## src/rtl/qoa_encoder.sv

```systemverilog
// qoa_encoder: per-sample QOA encoder core (LMS predict, 3-bit quantize, decoder-exact reconstruct, LMS update); define QOA_ERR_EN to add out_err and lms_restore
module qoa_encoder #(
  parameter int LMS_TAPS = 4,
  parameter int HW_WIDTH = 16
) (
  input  logic                       sys_clk,
  input  logic                       sys_rst,
  input  logic                       in_valid,
  output logic                       in_ready,
  input  logic signed [HW_WIDTH-1:0] in_sample,
  input  logic [3:0]                 in_sf,
  output logic                       out_valid,
  input  logic                       out_ready,
  output logic [2:0]                 out_qr,
  output logic signed [HW_WIDTH-1:0] out_recon,
  input  logic                       ld_en,
  input  logic                       ld_sel,
  input  logic [1:0]                 ld_idx,
  input  logic [HW_WIDTH-1:0]        ld_data,
  input  logic                       rd_sel,
  input  logic [1:0]                 rd_idx,
  output logic [HW_WIDTH-1:0]        rd_data
`ifdef QOA_ERR_EN
  ,
  output logic [31:0]                out_err,
  input  logic                       lms_restore
`endif
);
  typedef enum logic [2:0] {IDLE, PREDICT, QUANT, UPDATE, HOLD} state_t;
  localparam logic [16:0] RECIP [16] = '{17'd65536, 17'd9363, 17'd3121, 17'd1457, 17'd781, 17'd475, 17'd311, 17'd216,
                                         17'd156, 17'd117, 17'd90, 17'd71, 17'd57, 17'd47, 17'd39, 17'd32};
  localparam logic [15:0] SF_TAB [16] = '{16'd1, 16'd7, 16'd21, 16'd45, 16'd84, 16'd138, 16'd211, 16'd304,
                                          16'd421, 16'd562, 16'd731, 16'd928, 16'd1157, 16'd1419, 16'd1715, 16'd2048};
  localparam logic [2:0] QUANT_TAB [17] = '{3'd7, 3'd7, 3'd7, 3'd5, 3'd5, 3'd3, 3'd3, 3'd1, 3'd0,
                                            3'd0, 3'd2, 3'd2, 3'd4, 3'd4, 3'd6, 3'd6, 3'd6};
  state_t state, state_n;
  logic signed [HW_WIDTH-1:0] hist [LMS_TAPS];
  logic signed [HW_WIDTH-1:0] wts [LMS_TAPS];
  logic signed [31:0] acc;
  logic [1:0] tap;
  logic signed [15:0] samp;
  logic [3:0] sf;
  logic signed [18:0] p_c, p_r;
  logic signed [17:0] r_c;
  logic signed [35:0] nm;
  logic signed [19:0] n0, n_c, n_cl, sum;
  logic [2:0] qr_c, qr_r;
  logic [15:0] mag;
  logic signed [15:0] dq, delta, recon_c;
`ifdef QOA_ERR_EN
  logic signed [HW_WIDTH-1:0] hist_s [LMS_TAPS];
  logic signed [HW_WIDTH-1:0] wts_s [LMS_TAPS];
  logic signed [16:0] err_c;
`endif
  // state register
  always_ff @(posedge sys_clk) state <= sys_rst ? IDLE : state_n;
  // sequencing: accept in IDLE, four MAC taps, quantize, update, hold until taken
  always_comb begin
    state_n = (state == IDLE) ? (in_valid ? PREDICT : IDLE) :
              (state == PREDICT) ? ((tap == 2'd3) ? QUANT : PREDICT) :
              (state == QUANT) ? UPDATE :
              (state == UPDATE) ? HOLD :
              (out_ready ? IDLE : HOLD);
    in_ready = state == IDLE;
    out_valid = state == HOLD;
  end
  // quantizer and decoder-side reconstruction arithmetic
  always_comb begin
    p_c = 19'(acc >>> 13);
    r_c = {{2{samp[15]}}, samp} - p_c[17:0];
    nm = 36'(r_c) * 36'($signed({1'b0, RECIP[sf]})) + 36'sd32768;
    n0 = 20'(nm >>> 16);
    n_c = n0 + 20'(r_c > 18'sd0) - 20'(r_c < 18'sd0) - 20'(n0 > 20'sd0) + 20'(n0 < 20'sd0);
    n_cl = (n_c > 20'sd8) ? 20'sd8 : (n_c < -20'sd8) ? -20'sd8 : n_c;
    qr_c = QUANT_TAB[5'(n_cl + 20'sd8)];
    mag = (qr_r[2:1] == 2'd0) ? (16'd3 * SF_TAB[sf] + 16'd2) >> 2 :
          (qr_r[2:1] == 2'd1) ? (16'd5 * SF_TAB[sf] + 16'd1) >> 1 :
          (qr_r[2:1] == 2'd2) ? (16'd9 * SF_TAB[sf] + 16'd1) >> 1 : 16'd7 * SF_TAB[sf];
    dq = qr_r[0] ? -$signed(mag) : $signed(mag);
    sum = 20'(p_r) + 20'(dq);
    recon_c = (sum > 20'sd32767) ? 16'sh7fff : (sum < -20'sd32768) ? 16'sh8000 : sum[15:0];
    delta = dq >>> 4;
`ifdef QOA_ERR_EN
    err_c = 17'(samp) - 17'(recon_c);
`endif
  end
  // combinational LMS register readback
  always_comb rd_data = rd_sel ? wts[rd_idx] : hist[rd_idx];
  // datapath registers and LMS state
  always_ff @(posedge sys_clk) begin
    if (sys_rst) begin
      for (int i = 0; i < LMS_TAPS; i++) begin
        hist[i] <= '0;
        wts[i] <= '0;
`ifdef QOA_ERR_EN
        hist_s[i] <= '0;
        wts_s[i] <= '0;
`endif
      end
      acc <= '0;
      tap <= '0;
      samp <= '0;
      sf <= '0;
      p_r <= '0;
      qr_r <= '0;
      out_qr <= '0;
      out_recon <= '0;
`ifdef QOA_ERR_EN
      out_err <= '0;
`endif
    end else begin
      if (state == IDLE) begin
`ifdef QOA_ERR_EN
        if (lms_restore) begin
          hist <= hist_s;
          wts <= wts_s;
        end else
`endif
        if (ld_en && ld_sel) wts[ld_idx] <= ld_data;
        else if (ld_en) hist[ld_idx] <= ld_data;
        if (in_valid) begin
          samp <= in_sample;
          sf <= in_sf;
          acc <= '0;
          tap <= '0;
        end
      end
      if (state == PREDICT) begin
        acc <= acc + 32'(hist[tap]) * 32'(wts[tap]);
        tap <= tap + 2'd1;
`ifdef QOA_ERR_EN
        if (tap == 2'd0) begin
          hist_s <= hist;
          wts_s <= wts;
        end
`endif
      end
      if (state == QUANT) begin
        p_r <= p_c;
        qr_r <= qr_c;
      end
      if (state == UPDATE) begin
        for (int i = 0; i < LMS_TAPS; i++) wts[i] <= wts[i] + (hist[i][HW_WIDTH-1] ? -delta : delta);
        for (int i = 0; i < LMS_TAPS - 1; i++) hist[i] <= hist[i+1];
        hist[LMS_TAPS-1] <= recon_c;
        out_qr <= qr_r;
        out_recon <= recon_c;
`ifdef QOA_ERR_EN
        out_err <= 32'(err_c) * 32'(err_c);
`endif
      end
    end
  end
endmodule
```

## config.mk

```make
export PLATFORM = sky130hd
export DESIGN_NAME = qoa_encoder
export DESIGN_NICKNAME = d
export VERILOG_FILES = /design/src/rtl/qoa_encoder.sv
export SDC_FILE = /design/constraint.sdc
export NUM_CORES = 2
export LEC_CHECK = 0
export ABC_AREA = 1
export BUFFER_PORTS_ARGS = -buffer_cell sky130_fd_sc_hd__buf_4
export CAP_MARGIN = 5
export CORE_MARGIN = 2
export CORE_UTILIZATION = 65
export CTS_BUF_LIST = sky130_fd_sc_hd__clkbuf_4
export DETAILED_ROUTE_END_ITERATION = 16
export GPL_TIMING_DRIVEN = 0
export PLACE_DENSITY = 0.82
export SLEW_MARGIN = 10
export SYNTH_ARGS = -nofsm -noshare
export SYNTH_HDL_FRONTEND = slang
export SYNTH_SLANG_ARGS = --single-unit
```

## constraint.sdc

```tcl
create_clock -name sys_clk -period 33.5 [get_ports sys_clk]
set_clock_uncertainty 0.1 [all_clocks]
set_input_delay 5.025 -clock sys_clk [delete_from_list [all_inputs] [get_ports sys_clk]]
set_output_delay 5.025 -clock sys_clk [all_outputs]
set_load 0.02 [all_outputs]
```

==> metrics <==
Worst setup SP type flop; Yosys reg bits 228; DRC Markers 2; Starting Density about two thirds; setup bufs post-CTS 0; Slew Limit Fails 0; proportion of layout cells with a drive suffix above 1 5.35%; Cells after Synth 5654; Hold Violations, Final 0; drt initial violations ~4300; Core Box Area about 64000 sq um; Detailed Place HPWL roughly 110 mm; Max Clk Rate a little under 70 MHz; Post-CTS Resized 0; dpl ws roughly 19 ns; clock sinks around 230; Post-synth top flop edfxtp_1; placed cell count 6591; total CTS buffers 67; Crit path required time 34.11 ns; Synth top area share 26.4%; fin cells 6712; row cnt slightly above 90; Nets about 6800; Post-synth top cells 1173 x inv_1, 1127 x nand2_1, 557 x fa_1; MaxCap Viol Count 0; min Tclk post-route approximately 14 ns; CP max stage cell fa_1; maximum fanout along the worst path 10; GR peak layer met2; CTS Buffer Depth 3; first-pass GRT wire length 216 mm; global-route total usage across every layer between 40% and 50%; hold path start out_recon[0]; Critical path origin acc[13]; CTS H-tree depth 3; GPL Wtd Cong approximately 1.1; Setup TNS Final 0 ns; CTS clk-pin slew, worst paths 0.07 ns; GRT met2 Usage around 66%; PnR worst setup slack roughly 19 ns; Post-DP Area approximately 44000 sq um; most common cell in the netlist inv_1; Yosys warnings 0; Crit Path Category flop to flop; CTS tree built; Slew HR around 6.7%; Unique masters post-synth slightly below 70; Area Overhead vs Synth 6.14%; RSZ-0062 raised after global routing no; Worst Tran Pin Value 1.40 ns; Max stage delay on crit path 0.56 ns; global route overflow 0; Hold WC Path Type flop to flop; drt via density about 6; outcome complete, but fails checks; largest net degree at the start of global routing 18; async set or reset register ratio after synthesis 0%; vias in the first global route approximately 40000; largest delay contributor family on the critical path adder cells; initial antenna violation count 2; CP arrival approximately 15 ns; root buffer cell clkbuf_4; final wirelength between 100 and 150 mm; worst r2r src acc[13]; Worst-Skew Late Latency between 0.8 and 0.9 ns; Final setup viols 0; Vert. Die Dim about 260 microns; Initial DRT Pass Iterations 14; cell taking the most area after synthesis fa_1; DR vias around 40000; crit path buf inv count 9; Die Area ~67000 sq um; per-cell routed wire length 20.6 microns; Seq/Total Area, Yosys 13.9%; syn_nets 6691; EDFF count, synth approximately 130; Post-Layout Inst Area 44800 sq um; main area contributors after synthesis fa_1 26%, ha_1 13%, inv_1 10%; Crit. End Element flop; # port buffers 80; period utilisation layout between 40% and 50%; Netlist Area Pre-Place 42200 sq um; # IOs between 80 and 90; met1 GRT Util between 50% and 60%; Die X-Extent ~260 microns; failing checks design-rule violations; post-route ant nets 0; met3 GRT Util under 10%; CTS Hold Bufs 0; mean post-synth cell area 7.46 sq um
[final timing paths]
path	to	slack [ns]	cells after the start
max reg2reg	qr_r[1]	19.05	64
min reg2reg	out_recon[0]	0.35	2
min	out_recon[0]	0.35	2
max	qr_r[1]	19.05	64
[area by class of cell]
type	instances	area, sq um
Sequential cell	228	5850
Timing Repair Buffer	84	632
Inverter	1197	4500
Clock buffer	92	691
Multi-Input combinational cell	4067	31200
Fill cell	5601	19600
Tap cell	855	1070
Clock inverter	24	180
Buffer	162	646
Antenna cell	3	7.51
[placed cells by master (no fill, tap or decap), drive strengths merged, types with 2 or more instances in the layout]
master / n
o21a: 5
a32oi: 32
o21bai: 19
buf: 104
o2111ai: 7
dfxtp: 100
bufinv: 3
clkinv: 30
a21boi: 2
nor3: 34
xnor2: 35
o211ai: 7
o22ai: 73
or2: 28
inv: 1188
xor2: 63
a2111oi: 3
nand3: 191
nand3b: 18
a211oi: 6
edfxtp: 128
a21oi: 398
ha: 433
a21o: 14
o221ai: 4
nor3b: 3
nor4: 8
nand4: 35
diode: 3
o21ai: 336
nor2: 542
fa: 557
a221oi: 4
o32ai: 3
a31oi: 31
nand2: 1160
and2: 4
o31ai: 3
a22oi: 2
clkbuf: 234
[state kept, by name, summed over array words and instances (netlist names), named ones only]
| register | count |
|---|---|
| sf | 4 |
| out_qr | 3 |
| tap | 2 |
| qr_r | 3 |
| hist | 64 |
| state | 3 |
| out_recon | 16 |
| samp | 16 |
| acc | 32 |
| p_r | 19 |
| wts | 64 |
[worst min-delay path, stage by stage, from the launching register on]
cell     delay, ns
dfxtp_1       0.31
nand2_1       0.06
nand2_1       0.04
[metal layers]
metal,wire length (microns),vias up
li1,-,18200
met1,49800,18800
met2,61300,2500
met3,15600,664
met4,11800,0
met5,0,-
[metrics by stage]
step / utilization [%] / hold WS (ns)
global route: 69.6 / 0.369
finish: 69.6 / 0.353
detailed placement: 68.2 / 0.342
CTS: 69.5 / 0.354
floorplan: - / 0.333
global placement: 68.1 / 0.340
[cell families after synthesis]
kind of cell             Yosys count  synth area share, %
adder cells (fa/ha/maj)          990                 39.3
AND/OR/NAND/NOR                 2024                 19.9
AO/OA/AOI/OAI                    955                 12.7
XOR/XNOR                          98                 2.04
flip-flops                       228                 13.9
buffers and inverters           1359                 12.2
Power is not shown: default switching activity piles up to over one toggle a cycle in this logic, so the estimate is an artifact.
